File: src/rtl/rscl_mem_arbiter_pkg.sv
// Shared types for the core memory-port arbiter: request/response payloads,
// arbiter state encoding and the grant vector bit positions.
package rscl_mem_arbiter_pkg;

    localparam int WORD_W = 32;
    localparam int STRB_W = WORD_W / 8;
    localparam int CNT_W  = 4;             // holds STARVE_MAX up to 15

    localparam int GNT_IF = 0;             // grant vector bit for instruction fetch
    localparam int GNT_D  = 1;             // grant vector bit for load/store

    typedef logic [WORD_W-1:0] word_t;

    typedef struct packed {
        word_t             addr;
        logic              we;
        logic [STRB_W-1:0] wstrb;
        word_t             wdata;
    } mem_req_t;

    typedef struct packed {
        word_t data;
        logic  err;
    } mem_resp_t;

    typedef enum logic [2:0] {
        ARB_IDLE,
        ARB_REQ_I,
        ARB_REQ_D,
        ARB_WAIT_I,
        ARB_WAIT_D
    } arb_state_t;

    // Fetches are always word reads: no write enable, no strobes, no data.
    function automatic mem_req_t fetch_req(input word_t addr);
        mem_req_t r;
        r.addr  = addr;
        r.we    = 1'b0;
        r.wstrb = '0;
        r.wdata = '0;
        return r;
    endfunction

endpackage

File: src/rtl/rscl_mem_arbiter_prio.sv
// Two-way priority grant between fetch and load/store. Load/store wins
// contention until it has won STARVE_MAX contended grants in a row, then
// fetch is forced through once.
module rscl_arb_prio
    import rscl_mem_arbiter_pkg::*;
#(
    parameter int STARVE_MAX = 4
) (
    input  logic       clk,
    input  logic       rst_n,
    input  logic       if_valid_i,
    input  logic       d_valid_i,
    input  logic       grant_en_i,
    output logic [1:0] gnt_o
);

    logic [CNT_W-1:0] starve_cnt_q;
    logic [CNT_W-1:0] starve_cnt_d;
    logic             starved;

    assign starved = (starve_cnt_q == CNT_W'(STARVE_MAX));

    // Grant selection and starvation counter next state.
    always_comb begin
        // NOTE: every output gets a default before any branch so no latch is inferred.
        gnt_o        = '0;
        starve_cnt_d = starve_cnt_q;
        if (grant_en_i) begin
            if (if_valid_i && (!d_valid_i || starved)) begin
                gnt_o[GNT_IF] = 1'b1;
            end else if (d_valid_i) begin
                gnt_o[GNT_D] = 1'b1;
            end
        end
        if (gnt_o[GNT_IF]) begin
            starve_cnt_d = '0;
        end else if (gnt_o[GNT_D] && if_valid_i && !starved) begin
            starve_cnt_d = starve_cnt_q + CNT_W'(1);
        end
    end

    // Starvation counter register.
    always_ff @(posedge clk or negedge rst_n) begin
        // NOTE: state registers use non-blocking assignment so every flop samples pre-edge values.
        if (!rst_n) begin
            starve_cnt_q <= '0;
        end else begin
            starve_cnt_q <= starve_cnt_d;
        end
    end

endmodule

File: src/rtl/rscl_mem_arbiter.sv
// Shares the single core memory port between instruction fetch and the
// load/store path. One bus transaction is outstanding at a time; the request
// side is fully registered, responses are forwarded combinationally.
module rscl_mem_arbiter
    import rscl_mem_arbiter_pkg::*;
#(
    parameter int STARVE_MAX = 4,
    parameter int ADDR_W     = 32,         // must equal WORD_W
    parameter int DATA_W     = 32          // must equal WORD_W
) (
    input  logic                clk,
    input  logic                rst_n,
    input  logic                if_req_valid,
    output logic                if_req_ready,
    input  logic [ADDR_W-1:0]   if_req_addr,
    input  logic                if_flush,
    output logic                if_resp_valid,
    output logic [DATA_W-1:0]   if_resp_data,
    output logic                if_resp_err,
    input  logic                d_req_valid,
    output logic                d_req_ready,
    input  logic [ADDR_W-1:0]   d_req_addr,
    input  logic                d_req_we,
    input  logic [DATA_W/8-1:0] d_req_wstrb,
    input  logic [DATA_W-1:0]   d_req_wdata,
    output logic                d_resp_valid,
    output logic [DATA_W-1:0]   d_resp_data,
    output logic                d_resp_err,
    output logic                bus_req_valid,
    input  logic                bus_req_ready,
    output logic [ADDR_W-1:0]   bus_req_addr,
    output logic                bus_req_we,
    output logic [DATA_W/8-1:0] bus_req_wstrb,
    output logic [DATA_W-1:0]   bus_req_wdata,
    input  logic                bus_resp_valid,
    input  logic [DATA_W-1:0]   bus_resp_data,
    input  logic                bus_resp_err
);

    arb_state_t state_q;
    mem_req_t   req_q;
    logic       bus_req_valid_q;
    logic       drop_q;            // in-flight fetch was redirected; swallow its response
    logic [1:0] gnt;
    logic       grant_en;
    mem_resp_t  bus_resp;

    // Grants are only offered in IDLE and never while reset is held, so the
    // ready outputs are quiet during reset even if requesters are asserting.
    assign grant_en = (state_q == ARB_IDLE) && rst_n;

    rscl_arb_prio #(
        .STARVE_MAX (STARVE_MAX)
    ) u_prio (
        .clk        (clk),
        .rst_n      (rst_n),
        .if_valid_i (if_req_valid),
        .d_valid_i  (d_req_valid),
        .grant_en_i (grant_en),
        .gnt_o      (gnt)
    );

    assign if_req_ready = gnt[GNT_IF];
    assign d_req_ready  = gnt[GNT_D];

    assign bus_req_valid = bus_req_valid_q;
    assign bus_req_addr  = req_q.addr;
    assign bus_req_we    = req_q.we;
    assign bus_req_wstrb = req_q.wstrb;
    assign bus_req_wdata = req_q.wdata;

    // Response routing: only the side whose transaction is waiting sees it,
    // and a flushed fetch (earlier or this very cycle) is swallowed.
    assign bus_resp.data = bus_resp_data;
    assign bus_resp.err  = bus_resp_err;

    assign if_resp_valid = (state_q == ARB_WAIT_I) && bus_resp_valid && !drop_q && !if_flush;
    assign if_resp_data  = if_resp_valid ? bus_resp.data : '0;
    assign if_resp_err   = if_resp_valid && bus_resp.err;

    assign d_resp_valid  = (state_q == ARB_WAIT_D) && bus_resp_valid;
    assign d_resp_data   = d_resp_valid ? bus_resp.data : '0;
    assign d_resp_err    = d_resp_valid && bus_resp.err;

    // Transaction FSM with registered bus request and payload.
    always_ff @(posedge clk or negedge rst_n) begin
        if (!rst_n) begin
            state_q         <= ARB_IDLE;
            req_q           <= '0;
            bus_req_valid_q <= 1'b0;
            drop_q          <= 1'b0;
        end else begin
            case (state_q)
                ARB_IDLE: begin
                    if (gnt[GNT_IF]) begin
                        state_q         <= ARB_REQ_I;
                        req_q           <= fetch_req(if_req_addr);
                        bus_req_valid_q <= 1'b1;
                        drop_q          <= if_flush;
                    end else if (gnt[GNT_D]) begin
                        state_q         <= ARB_REQ_D;
                        req_q.addr      <= d_req_addr;
                        req_q.we        <= d_req_we;
                        req_q.wstrb     <= d_req_wstrb;
                        req_q.wdata     <= d_req_wdata;
                        bus_req_valid_q <= 1'b1;
                    end
                end
                ARB_REQ_I: begin
                    if (if_flush) begin
                        drop_q <= 1'b1;
                    end
                    if (bus_req_ready) begin
                        bus_req_valid_q <= 1'b0;
                        state_q         <= ARB_WAIT_I;
                    end
                end
                ARB_REQ_D: begin
                    if (bus_req_ready) begin
                        bus_req_valid_q <= 1'b0;
                        state_q         <= ARB_WAIT_D;
                    end
                end
                ARB_WAIT_I: begin
                    if (bus_resp_valid) begin
                        drop_q  <= 1'b0;
                        state_q <= ARB_IDLE;
                    end else if (if_flush) begin
                        drop_q <= 1'b1;
                    end
                end
                ARB_WAIT_D: begin
                    if (bus_resp_valid) begin
                        state_q <= ARB_IDLE;
                    end
                end
                default: begin
                    state_q <= ARB_IDLE;
                end
            endcase
        end
    end

endmodule

File: config.mk
export PLATFORM = sky130hd
export DESIGN_NAME = rscl_mem_arbiter
export DESIGN_NICKNAME = d
export VERILOG_FILES = /design/src/rtl/rscl_mem_arbiter_pkg.sv /design/src/rtl/rscl_mem_arbiter_prio.sv /design/src/rtl/rscl_mem_arbiter.sv
export SDC_FILE = /design/constraint.sdc
export NUM_CORES = 1
export LEC_CHECK = 0
export CAP_MARGIN = 5
export CORE_ASPECT_RATIO = 0.8
export CORE_UTILIZATION = 35
export CTS_BUF_LIST = sky130_fd_sc_hd__clkbuf_8 sky130_fd_sc_hd__clkbuf_16
export DETAILED_ROUTE_END_ITERATION = 12
export PLACE_DENSITY = 0.87
export SYNTH_ARGS = -nofsm -noshare
export SYNTH_HDL_FRONTEND = slang
export SYNTH_HIERARCHICAL = 1
export SYNTH_SLANG_ARGS = --single-unit
export TNS_END_PERCENT = 5
File: constraint.sdc
create_clock -name clk -period 2.69 [get_ports clk]
set_clock_uncertainty 0.1 [all_clocks]
set_input_delay 0.4035 -clock clk [delete_from_list [all_inputs] [get_ports clk]]
set_output_delay 0.4035 -clock clk [all_outputs]
set_load 0.01 [all_outputs]
* Word-level counts from Yosys, hierarchy flattened
Index checks and enable logic that the tools add are counted.
Storage, ports and cells: latch bits 0, input port bits 141, ROM bits 0, memories 0, flip-flop bits (word level) 78, output and inout port bits 140, bits in writable memories 0
Cells by class: magnitude comparators 0, div/mod/pow operators 0, bitwise logic cells 0, reduce and logical (&&, ||, !) cells 26, shift-type cells 0, multipliers 0, mux-type cells 24, add/subtract/negate cells 1, eq/ne operators 11
Operators with widths (count):
- $mux W69 | 2
- $mux W32 | 2
- $mux W3 | 5
- $pmux W3 S4 | 1
- $logic_and A1 B1 Y1 | 10
- $mux W1 | 9
- $mux W4 | 2
- $eq A3 B2 Y1 const B | 2
- $ne A2 B2 Y1 const B | 3
- $reduce_bool A2 Y1 | 3
- $add A4 B1 Y4 const B | 1
- $eq A4 B3 Y1 const B | 1
- $logic_not A1 Y1 | 4
- $ne A2 B1 Y1 const B | 2
- $reduce_and A2 Y1 | 2
- $reduce_and A4 Y1 | 1
- $reduce_or A2 Y1 | 2
- $eq A3 B1 Y1 const B | 1
- $eq A3 B3 Y1 const B | 1
- $logic_not A3 Y1 | 1
- $ne A3 B3 Y1 const B | 1
- $pmux W1 S3 | 1
- $reduce_and A3 Y1 | 1
- $reduce_bool A3 Y1 | 1
- other kinds (3) | 3

* Depth between registers and ports, before layout
Gate-level depths: netlist (run 1).
depth after elaboration 9, gate-level depth with buffers 10, mapped depth without buffers 7

* Hierarchy
Netlist (run 1), hierarchy kept.
Modules (own cells, without submodules):
- rscl_mem_arbiter | seq. area each 1851.8 um^2, cells an instance 298, area each 3672.3 um^2, times used 1
- rscl_arb_prio | seq. area each 100.1 um^2, cells an instance 30, area each 262.8 um^2, times used 1

* Least setup slack after synthesis (run 1)
Ideal clock, no wire load.
path kind register to register, from register state_q[0], to register req_q, in the netlist bus_req_addr[8], library setup time 127 ps, setup slack 105 ps, arrival 2357 ps, path buffers 3, stages on the path, launching flop included 10, data required time 2463 ps, period minus slack after synthesis 2585 ps, cell sequence dfrtp_1 > buf_4 > nor3_4 > and2_1 > nand2_1 > a21oi_1 > buf_4 > buf_2 > mux2_2 > mux2_1
On the way: longest elaborated chain between the ends 5, elaborated cells on any way between the ends 6, classes of those cells mux: 2; reduce/logical: 4
RTL lines:
- from (decl) | RTL line rscl_mem_arbiter.sv:40 | arb_state_t state_q;
- from (signal assigned) | RTL line rscl_mem_arbiter.sv:88 | state_q <= ARB_IDLE;
- from (signal assigned) | RTL line rscl_mem_arbiter.sv:96 | state_q <= ARB_REQ_I;
- from (signal assigned) | RTL line rscl_mem_arbiter.sv:101 | state_q <= ARB_REQ_D;
- $logic_not A3 Y1 * | RTL line rscl_mem_arbiter.sv:50 | assign grant_en = (state_q == ARB_IDLE) && rst_n;
- $logic_and A1 B1 Y1 * | RTL line rscl_mem_arbiter.sv:50
- via grant_en | RTL line rscl_mem_arbiter.sv:45 | logic grant_en;
- $mux W2 * | RTL line rscl_mem_arbiter_prio.sv:28 | if (grant_en_i) begin
- via if_req_ready | RTL line rscl_mem_arbiter.sv:14 | output logic if_req_ready,
- $reduce_bool A2 Y1 (no source line)
- $reduce_and A2 Y1 (no source line)
- to (signal assigned) | RTL line rscl_mem_arbiter.sv:97 | req_q <= fetch_req(if_req_addr);
- to (decl) | RTL line rscl_mem_arbiter.sv:41 | mem_req_t req_q;
The timed path passes the listed nets; every way through them passes the cells marked *. A chain may end at the register's enable or synchronous reset.

* Worst setup path in the final report (run 1)
from input bus_resp_valid, to output if_resp_data[14]
On the way: longest elaborated chain between the ends 4
RTL lines:
- from (decl) | RTL line rscl_mem_arbiter.sv:35 | input logic bus_resp_valid,
- $logic_and A1 B1 Y1 (3 in series) | RTL line rscl_mem_arbiter.sv:77 | assign if_resp_valid = (state_q == ARB_WAIT_I) && bus_resp_valid && !drop_q && !if_flush;
- $mux W32 | RTL line rscl_mem_arbiter.sv:78 | assign if_resp_data = if_resp_valid ? bus_resp.data : '0;
- to (decl) | RTL line rscl_mem_arbiter.sv:18 | output logic [DATA_W-1:0] if_resp_data,
Every way passes these cells.

==> metrics.yaml, run 1 <==
synth_xor_area_share_pct: 0
vias: 3690
clk_path_buf_depth: 2
internal_power_uw: 4440
arrival_ns: 2.16
clock_sinks: 78
antennaDiodeCount: 0
totalWireLength_um: 13100
n_fill_cell: 804
path_buf_inv: 4
avgSynthCellArea_sq_um: 12.0
switching_share_pct: 32.0
end_kind: "output pin"
clkPwrFrac_pct: 18.7
crit_path_max_fanout: 17
hp-class: "in2async"
p_seq_share_pct: 32.5
synth_seq_cells: 78
dieArea_sq_um: 11700
ys_types: 37
cts-root-buf: "clkbuf_16"
status: "complete, no violations"
synth-compound-area-share_pct: 11.2
min_period_ns: 2.66
r2r-start: "state_q[0]$_DFFE_PN0P_"
ant_nets: 0
critPathMostFrequentCell: "clkdlybuf4s50_1"
final-setup-viol-count: 0
clk_pin_slew_worst_paths_ns: 0.06
start_kind: "input port"
timing.final.crit_share_pct: 98.9
post_drt_wl_per_cell_um: 17.2
yosysSeqAreaShare_pct: 49.6
drt_iter0_markers: 157
io_buffers: 280
dp_hpwl_um: 9830
die_w_um: 121
postCtsHoldBufs: 0
synthToLayoutAreaGrowth_pct: 87.8
cts_inserted_buffers: 9
pin_count: 281
synthSimpleGateAreaFrac_pct: 15.7
finalSetupTns_ns: 0
grt.overflow.total: 0
comb_power_share_pct: 48.8
first_global_vias: 3849
die_h_um: 96.8
reg2reg_slack_ns: 0.20
critPathMaxStageDelay_ns: 0.55
critical_path_required_ns: 2.19
mostFrequentLayoutCell: "clkdlybuf4s50_1"
grt_first_pass_wirelength_um: 20300
cp_slowest_cell: "clkdlybuf4s50_1"
initial_core_util_pct: 36.1
final_cell_mix: "clkdlybuf4s50_1, dfrtp_1, and2_1"
antenna_found_initial: 0
power.density_nw_per_um2: 883
synth_top_family_by_area: "multiplexers"
drive_above_1_share_pct: 17.3
ys_warn_count: 6
cp_cell_sequence: "clkdlybuf4s50_1 > nand2_1 > nor4_4 > buf_4 > buf_12 > and2_1 > clkdlybuf4s50_1"
maxSlewHeadroom_pct: 64.0
cp_top_family: "buffers and inverters"
timing.hold.ws_ns: 0.0365
grt.total_usage_pct: 22.5
hold_viol: 0
synth_mux_area_share_pct: 18.9
switchingPower_uw: 2090
slew_viol_final: 0
fp-row-count: 34
synth_adder_area_share_pct: 0.636
via_per_inst: 4.85
rsz0062_at_grt: "yes"
syn_nets: 471
grt_max_degree: 44
p_leak_uw: 0.00348
drc: 0
synth_area_sq_um: 3940
layout.nets: 755
cts_tree: "yes"
place.gp.congestion: 0.809
core-area_sq_um: 10900
syn_inst: 328
crit_start: "bus_resp_valid"
worst_pin_slew_ns: 0.540
clock_latency_ns: 0.33
peakVddDrop_mv: 0.682
firstDrtPassIters: 4
fmax_ghz: 0.376
drv_cap: 0
worstSetupPathType: "in2out"
htreeDepth: 3
worst register-to-register path, delay by kind of cell (launching register included):
family / cells / cell delay (ns)
AOI/OAI and AO/OA: 1 / 0.15
buffers and inverters: 3 / 0.54
DFF: 1 / 0.38
muxes: 2 / 0.67
and+or+nand+nor: 3 / 0.54
per-stage QoR:
step,setup slack (ns),cell area (sq um),std cells,total power [uW],util (%)
final,0.0294,7390,761,6530,67.9
after global routing,-0.0375,7390,761,6890,67.9
after CTS,0.00742,7260,757,6560,66.7
after detailed placement,0.0134,6950,740,5290,63.8
after global placement,0.0692,6950,740,5180,63.8
after floorplan,0.105,3940,328,3520,-
state kept, by name, summed over array words and instances, names as in the netlist:
| name | cells |
|---|---|
| bus_req_addr | 32 |
| bus_req_wdata | 32 |
| bus_req_wstrb | 4 |
| u_prio/starve_cnt_q | 4 |
| state_q | 3 |
| bus_req_valid | 1 |
| bus_req_we | 1 |
| drop_q | 1 |
path summary, 6_finish.rpt:
| path | endpoint | cells after the start |
|---|---|---|
| setup reg to reg | bus_req_addr[0]$_DFFE_PN0P_ | 9 |
| max in group asynchronous | bus_req_wdata[3]$_DFFE_PN0P_ | 3 |
| hold / removal | bus_req_addr[28]$_DFFE_PN0P_ | 2 |
| setup / recovery | if_resp_data[14] | 7 |
| hold reg to reg | bus_req_addr[8]$_DFFE_PN0P_ | 1 |
| min in group clk | bus_req_addr[8]$_DFFE_PN0P_ | 1 |
repair_timing:
action,in CTS,in global routing
cloned,0,1
setup buffers,1,3
pin swaps,0,1
endpoints found under the setup margin,50,68
resized for setup,2,30
metal layers:
layer | part of all wire (%) | global-route usage, % | wire, um
met4 | 1.8 | 6.84 | 233
met5 | 0 | 0 | 0
met2 | 52 | 40.6 | 6870
met1 | 37 | 24.3 | 4840
met3 | 8.8 | 7.96 | 1150
cell families after synthesis:
logic type               after synthesis
AO/OA/AOI/OAI                         54
flip-flops                            78
adder cells (fa/ha/maj)                2
AND/OR/NAND/NOR                       99
buffers and inverters                 29
multiplexers                          66
power groups by stage:
stage	Combinational (uW)	Sequential (uW)	Clock (uW)
2_1_floorplan	1210	2310	0
3_3_place_gp	3070	2100	0
3_5_place_dp	3150	2140	0
4_1_cts	3170	2140	1250
5_1_grt	3390	2190	1300
6_report	3180	2120	1220
area by class of cell:
| type | instances | area (sq um) | share of cell area (%) |
|---|---|---|---|
| well taps | 144 | 180 | 2.44 |
| multi-input cells | 221 | 1860 | 25.1 |
| clock buffers | 9 | 225 | 3.05 |
| clock inverters | 7 | 75.1 | 1.02 |
| repair buffers | 298 | 3080 | 41.7 |
| flip-flops and latches | 78 | 1950 | 26.4 |
| inverters | 4 | 15.0 | 0.203 |
cells in the mapped netlist:
library cell,instances,share of area (%)
nand2_1,7,0.67
nand3_2,1,0.25
mux2i_1,1,0.25
buf_4,4,0.76
a21oi_1,3,0.38
o41ai_1,1,0.22
clkbuf_1,4,0.38
mux2_2,63,18
and3_1,2,0.32
nor3_4,1,0.41
ha_1,2,0.64
nor2b_1,2,0.32
nor2_1,6,0.57
o21ai_0,2,0.25
a22o_1,39,8.7
o211ai_1,1,0.19
dfrtp_1,78,50
mux2_1,2,0.57
buf_6,2,0.57
a31oi_1,2,0.32
a211oi_1,1,0.19
o21bai_1,1,0.19
buf_2,15,1.9
nor3b_1,1,0.19
and2_1,67,11
o21ai_2,1,0.22
o21ai_1,1,0.13
a211o_1,1,0.22
or4b_1,1,0.25
o22ai_1,1,0.16
inv_1,4,0.38
nor4_4,1,0.54
nand2b_1,3,0.48
nand4b_1,1,0.22
nand3b_1,1,0.19
nand4_1,1,0.16
nand3_1,4,0.51
Note: power is estimated with default switching activity, not from simulation.
==> run 2, diff against run 1 <==
--- a/config.mk
+++ b/config.mk
@@ -11,6 +11,7 @@
 export CTS_BUF_LIST = sky130_fd_sc_hd__clkbuf_8 sky130_fd_sc_hd__clkbuf_16
 export DETAILED_ROUTE_END_ITERATION = 12
 export PLACE_DENSITY = 0.87
+export RECOVER_POWER = 50
 export SYNTH_ARGS = -nofsm -noshare
 export SYNTH_HDL_FRONTEND = slang
 export SYNTH_HIERARCHICAL = 1
==> run 2 against run 1 <==
  * Die area unchanged
  * Sequential cell count unchanged
  * Worst setup slack improved by 0.0033 ns
  * Critical endpoint unchanged
==> metrics.yaml, run 2 (synthesis gave the netlist of run 1 again) <==
die_w_um: 121
clk_path_buf_depth: 2
place.gp.congestion: 0.809
antenna_found_initial: 0
fp-row-count: 34
reg2reg_to: "bus_req_addr[0]$_DFFE_PN0P_"
worst_pin_slew_ns: 1.06
r2r_cells: 9
power.density_nw_per_um2: 860
clock_sinks: 78
hold_viol: 0
cts-root-buf: "clkbuf_16"
hp-class: "in2async"
crit_path_max_fanout: 17
fmax_ghz: 0.376
final-setup-viol-count: 0
slew_viol_final: 0
drv_cap: 0
grt.overflow.total: 0
grt.total_usage_pct: 22.5
worstSetupPathType: "in2out"
total_power_uw: 6350
dieArea_sq_um: 11700
worst_slack_ns: 0.0327
clk_pin_slew_worst_paths_ns: 0.06
post_drt_wl_per_cell_um: 17.2
ant_nets: 0
maxSlewHeadroom_pct: 29.5
drc: 0
totalWireLength_um: 13100
peakVddDrop_mv: 0.655
dp_slack_ns: 0.0134
reg2reg_slack_ns: 0.20
timing.hold.ws_ns: 0.134
start_kind: "input port"
timing.final.crit_share_pct: 98.8
core-area_sq_um: 10900
drt_iter0_markers: 140
htreeDepth: 3
firstDrtPassIters: 4
layout.nets: 755
clock_latency_ns: 0.33
initial_core_util_pct: 36.1
final_cell_mix: "clkdlybuf4s50_1, dfrtp_1, and2_1"
dp_hpwl_um: 9830
r2r-start: "state_q[0]$_DFFE_PN0P_"
synthToLayoutAreaGrowth_pct: 87.4
antennaDiodeCount: 0
vias: 3712
via_per_inst: 4.88
critical_path_required_ns: 2.19
pin_count: 281
end_kind: "output pin"
drive_above_1_share_pct: 16.9
p_leak_uw: 0.00354
min_period_ns: 2.66
mostFrequentLayoutCell: "clkdlybuf4s50_1"
cts_tree: "yes"
cts_inserted_buffers: 9
arrival_ns: 2.15
status: "complete, no violations"
grt_first_pass_wirelength_um: 20300
finalSetupTns_ns: 0
io_buffers: 280
rsz0062_at_grt: "yes"
first_global_vias: 3849
die_h_um: 96.8
grt_max_degree: 44
[run 2: cell types whose count changed in the layout (fill, tap and decap cells not counted), sizes merged]
cell / previous run / this run
clkbuf: 10 / 14
buf: 18 / 14
clkdlybuf4s50: 252 / 196
dlygate4sd3: 0 / 56
[run 2: worst max path at each step]
| stage | startpoint | endpoint | cells past startpoint |
|---|---|---|---|
| floorplan | state_q[0]$_DFFE_PN0P_ | bus_req_addr[8]$_DFFE_PN0P_ | 9 |
| global placement | bus_resp_valid | if_resp_data[1] | 6 |
| detailed placement | bus_resp_valid | if_resp_data[27] | 6 |
| CTS | state_q[2]$_DFFE_PN0P_ | if_resp_data[27] | 5 |
| global route | bus_resp_valid | if_resp_data[14] | 7 |
| finish | bus_resp_valid | if_resp_data[14] | 7 |
[run 2: per-stage QoR]
step,std cells,instance area (sq um),utilization [%]
floorplan,328,3940,-
global placement,740,6950,63.8
detailed placement,740,6950,63.8
CTS,757,7260,66.7
global route,761,7380,67.7
finish,761,7380,67.7
[run 2: power breakdown]
group | total, uW | switching [uW] | internal (uW)
registers | 2100 | 346 | 1760
logic | 3020 | 1230 | 1790
clock network | 1220 | 499 | 723
[run 2: final cells by class]
| cell class | count | area [sq um] |
|---|---|---|
| fillers | 806 | 3510 |
| repair buffers | 298 | 3070 |
| flip-flops and latches | 78 | 1950 |
| multi-input cells | 221 | 1860 |
| clock buffers | 9 | 225 |
| well taps | 144 | 180 |
| clock inverters | 7 | 75.1 |
| inverters | 4 | 15.0 |
[run 2: per-layer routing]
| metal | up-vias | wire, um | track usage [%] |
|---|---|---|---|
| li1 | 1725 | - | - |
| met1 | 1788 | 4840 | 24.3 |
| met2 | 176 | 6860 | 40.6 |
| met3 | 23 | 1150 | 7.96 |
| met4 | 0 | 232 | 6.84 |
| met5 | - | 0 | 0 |
[run 2: repair_timing]
action	CTS	global route
pin swaps	0	1
hold buffers	0	0
resized for setup	2	30
gates cloned	0	1
endpoints found under the setup margin	50	68
setup buffers	1	3
[run 2: critical path, stage by stage]
cell and delay (ns):
clkdlybuf4s50_1 0.49, nand2_1 0.11, nor4_4 0.15, buf_4 0.18, buf_12 0.13, and2_1 0.13
clkdlybuf4s50_1 0.55
==> run 3, diff against run 2 <==
--- a/config.mk
+++ b/config.mk
@@ -5,12 +5,13 @@
 export SDC_FILE = /design/constraint.sdc
 export NUM_CORES = 1
 export LEC_CHECK = 0
-export CAP_MARGIN = 5
+export ABC_AREA = 1
+export CAP_MARGIN = 20
 export CORE_ASPECT_RATIO = 0.8
-export CORE_UTILIZATION = 35
+export CORE_UTILIZATION = 36
 export CTS_BUF_LIST = sky130_fd_sc_hd__clkbuf_8 sky130_fd_sc_hd__clkbuf_16
 export DETAILED_ROUTE_END_ITERATION = 12
-export PLACE_DENSITY = 0.87
+export PLACE_DENSITY = 0.88
 export RECOVER_POWER = 50
 export SYNTH_ARGS = -nofsm -noshare
 export SYNTH_HDL_FRONTEND = slang
==> run 3 against run 2 <==
  * Maximum frequency increased by 2.5%
  * Final area decreased by 0.12%
  * Worst setup slack improved by 0.065 ns
  * Sequential power decreased by 5%
  * Non-clock buffer count unchanged
  * Clock power decreased by 9%
  * Core utilization decreased by 0.86 points
  * First-iteration DRC count increased by 12%
  * Via count increased by 20%
  * Count of clock-buffer cells in the layout unchanged
  * Combinational power decreased by 5%
  * Global-route usage increased by 0.85 points
  * Critical endpoint is now if_resp_data[20]
  * Largest power group unchanged
==> metrics.yaml, run 3 <==
path_buf_inv: 3
p_seq_share_pct: 33.3
synth_top_family_by_area: "simple AND/OR/NAND/NOR gates"
pin_count: 281
ys_warn_count: 6
synth_seq_cells: 78
grt_first_pass_wirelength_um: 21500
synth-compound-area-share_pct: 9.24
synthToLayoutAreaGrowth_pct: 79.0
grt.overflow.total: 0
comb_power_share_pct: 48.1
met1_usage_pct: 26.0
timing.hold.ws_ns: 0.375
stdcell_count: 962
synth_top_cell_area_share_pct: 47.4
cts_setup_buffers: 0
vias: 4448
dieArea_sq_um: 11900
arrival_ns: 2.09
synth_xor_area_share_pct: 0
gr-usage-met3_pct: 7.34
use_met2_pct: 42.2
final-setup-viol-count: 0
die_w_um: 122
grt.total_usage_pct: 23.3
cts_tree: "yes"
internal_power_uw: 3740
critical_path_required_ns: 2.19
cp_top_family: "buffers and inverters"
io_buffers: 280
status: "complete, no violations"
drc: 0
switchingPower_uw: 2240
firstDrtPassIters: 4
clock_sinks: 78
dp_hpwl_um: 10600
via_per_inst: 4.62
fmax_ghz: 0.386
totalWireLength_um: 13600
drive_above_1_share_pct: 10.8
end_kind: "output pin"
synth.area.top_cells: "dfrtp_1, nand2_1, nor2_1"
mostFrequentLayoutCell: "clkdlybuf4s50_1"
die_h_um: 97.6
yosysSeqAreaShare_pct: 47.4
layout.nets: 956
synth_area_sq_um: 4120
worst_pin_slew_ns: 1.17
crit_path_max_fanout: 24
placed_area_sq_um: 7040
async_reset_ff_share_pct: 100
first_global_vias: 4210
clk_path_buf_depth: 2
cts-root-buf: "clkbuf_16"
synth_common_cells: "nand2_1, dfrtp_1, nor2_1, o21ai_0, nand3_1"
grt_max_degree: 64
synth-main-ff-cell: "dfrtp_1"
synthSimpleGateAreaFrac_pct: 32.2
ant_nets: 0
core-area_sq_um: 11000
p_leak_uw: 0.00385
cts_inserted_buffers: 9
synth_adder_area_share_pct: 0.608
fp-row-count: 34
syn_nets: 680
min_period_ns: 2.59
antenna_found_initial: 0
timing.final.crit_share_pct: 96.4
antennaDiodeCount: 0
final_cell_mix: "clkdlybuf4s50_1, nand2_1, dfrtp_1"
peakVddDrop_mv: 0.423
ys_types: 22
maxSlewHeadroom_pct: 22.3
synth_edf_count: 0
final_cell_area_sq_um: 7370
clk_pin_slew_worst_paths_ns: 0.06
hp-class: "reg2reg"
drv_cap: 0
switching_share_pct: 37.5
cp_cell_sequence: "clkdlybuf4s50_1 > nand4_1 > nor2_1 > nand2_1 > buf_12 > nor2_1 > clkdlybuf4s50_1"
avgSynthCellArea_sq_um: 7.66
drt_iter0_markers: 157
critPathMaxStageDelay_ns: 0.60
total_power_uw: 5990
initial_core_util_pct: 37.3
clock_latency_ns: 0.32
cp_slowest_cell: "clkdlybuf4s50_1"
grt-busiest-layer: "met2"
clkPwrFrac_pct: 18.6
synth_area_leader_cell: "dfrtp_1"
worstSetupPathType: "in2out"
place.gp.congestion: 0.784
synth_mux_area_share_pct: 0
hold_viol: 0
slew_viol_final: 0
synth.most_common_cell: "nand2_1"
finalCoreUtilization_pct: 66.9
placed_cells: 945
post_drt_wl_per_cell_um: 14.2
syn_inst: 537
start_kind: "input port"
htreeDepth: 3
power.density_nw_per_um2: 812
-- run 3: power by group through the flow --
| stage | combinational (uW) | sequential, uW | clock (uW) |
|---|---|---|---|
| 2_1_floorplan | 1300 | 2220 | 0 |
| 3_3_place_gp | 3030 | 2010 | 0 |
| 3_5_place_dp | 3090 | 2020 | 0 |
| 4_1_cts | 3090 | 2020 | 1140 |
| 5_1_grt | 3180 | 2070 | 1190 |
| 6_report | 2880 | 1990 | 1110 |
-- run 3: tightest hold or removal path: stages (launching register included) --
cell and delay [ns]:
dfrtp_1 0.34, nand2_1 0.06, o21ai_2 0.04
-- run 3: kinds of logic (layout without fill, tap and decap cells) --
| group | after synthesis | count (layout) |
|---|---|---|
| AO/OA/AOI/OAI | 68 | 68 |
| adder cells (fa/ha/maj) | 2 | 2 |
| buffers and inverters | 86 | 367 |
| flip-flops | 78 | 78 |
| AND/OR/NAND/NOR | 303 | 303 |
-- run 3: metrics by stage --
step                       TNS, ns  setup WS [ns]
final                            0         0.0972
after global routing      -0.00215       -0.00215
after CTS                        0        0.00235
after detailed placement         0         0.0617
after global placement           0         0.0886
after floorplan                  0          0.590
-- run 3: what timing repair did --
item | CTS | global route
resized for setup | 1 | 20
hold buffers | 1 | 0
endpoints found under the setup margin | 1 | 43
endpoints found under the hold margin | 24 | 0
-- run 3: layer usage --
layer  part of all wire, %  wire [um]
met3                   9.0       1220
met5                     0          0
met1                    38       5220
met4                   1.6        212
met2                    51       6990
-- run 3: final cells by class --
| type | instances | area [sq um] |
|---|---|---|
| Clock buffer | 9 | 225 |
| Clock inverter | 7 | 50.0 |
| Fill cell | 919 | 3650 |
| Inverter | 53 | 200 |
| Multi-Input combinational cell | 373 | 1730 |
| Sequential cell | 78 | 1950 |
| Tap cell | 144 | 180 |
| Timing Repair Buffer | 298 | 3030 |
-- run 3: final timing paths --
kind	start	end	slack, ns	depth (start not counted)
worst max-delay path	bus_resp_valid	if_resp_data[20]	0.1	7
worst min-delay path	bus_req_addr[29]$_DFFE_PN0P_	bus_req_addr[29]$_DFFE_PN0P_	0.37	2
worst max register to register	state_q[1]$_DFFE_PN0P_	bus_req_addr[31]$_DFFE_PN0P_	0.33	12
worst min register to register	bus_req_addr[29]$_DFFE_PN0P_	bus_req_addr[29]$_DFFE_PN0P_	0.37	2
max in group asynchronous	rst_n	bus_req_wdata[29]$_DFFE_PN0P_	0.41	4
min in group asynchronous	rst_n	bus_req_addr[19]$_DFFE_PN0P_	0.62	3
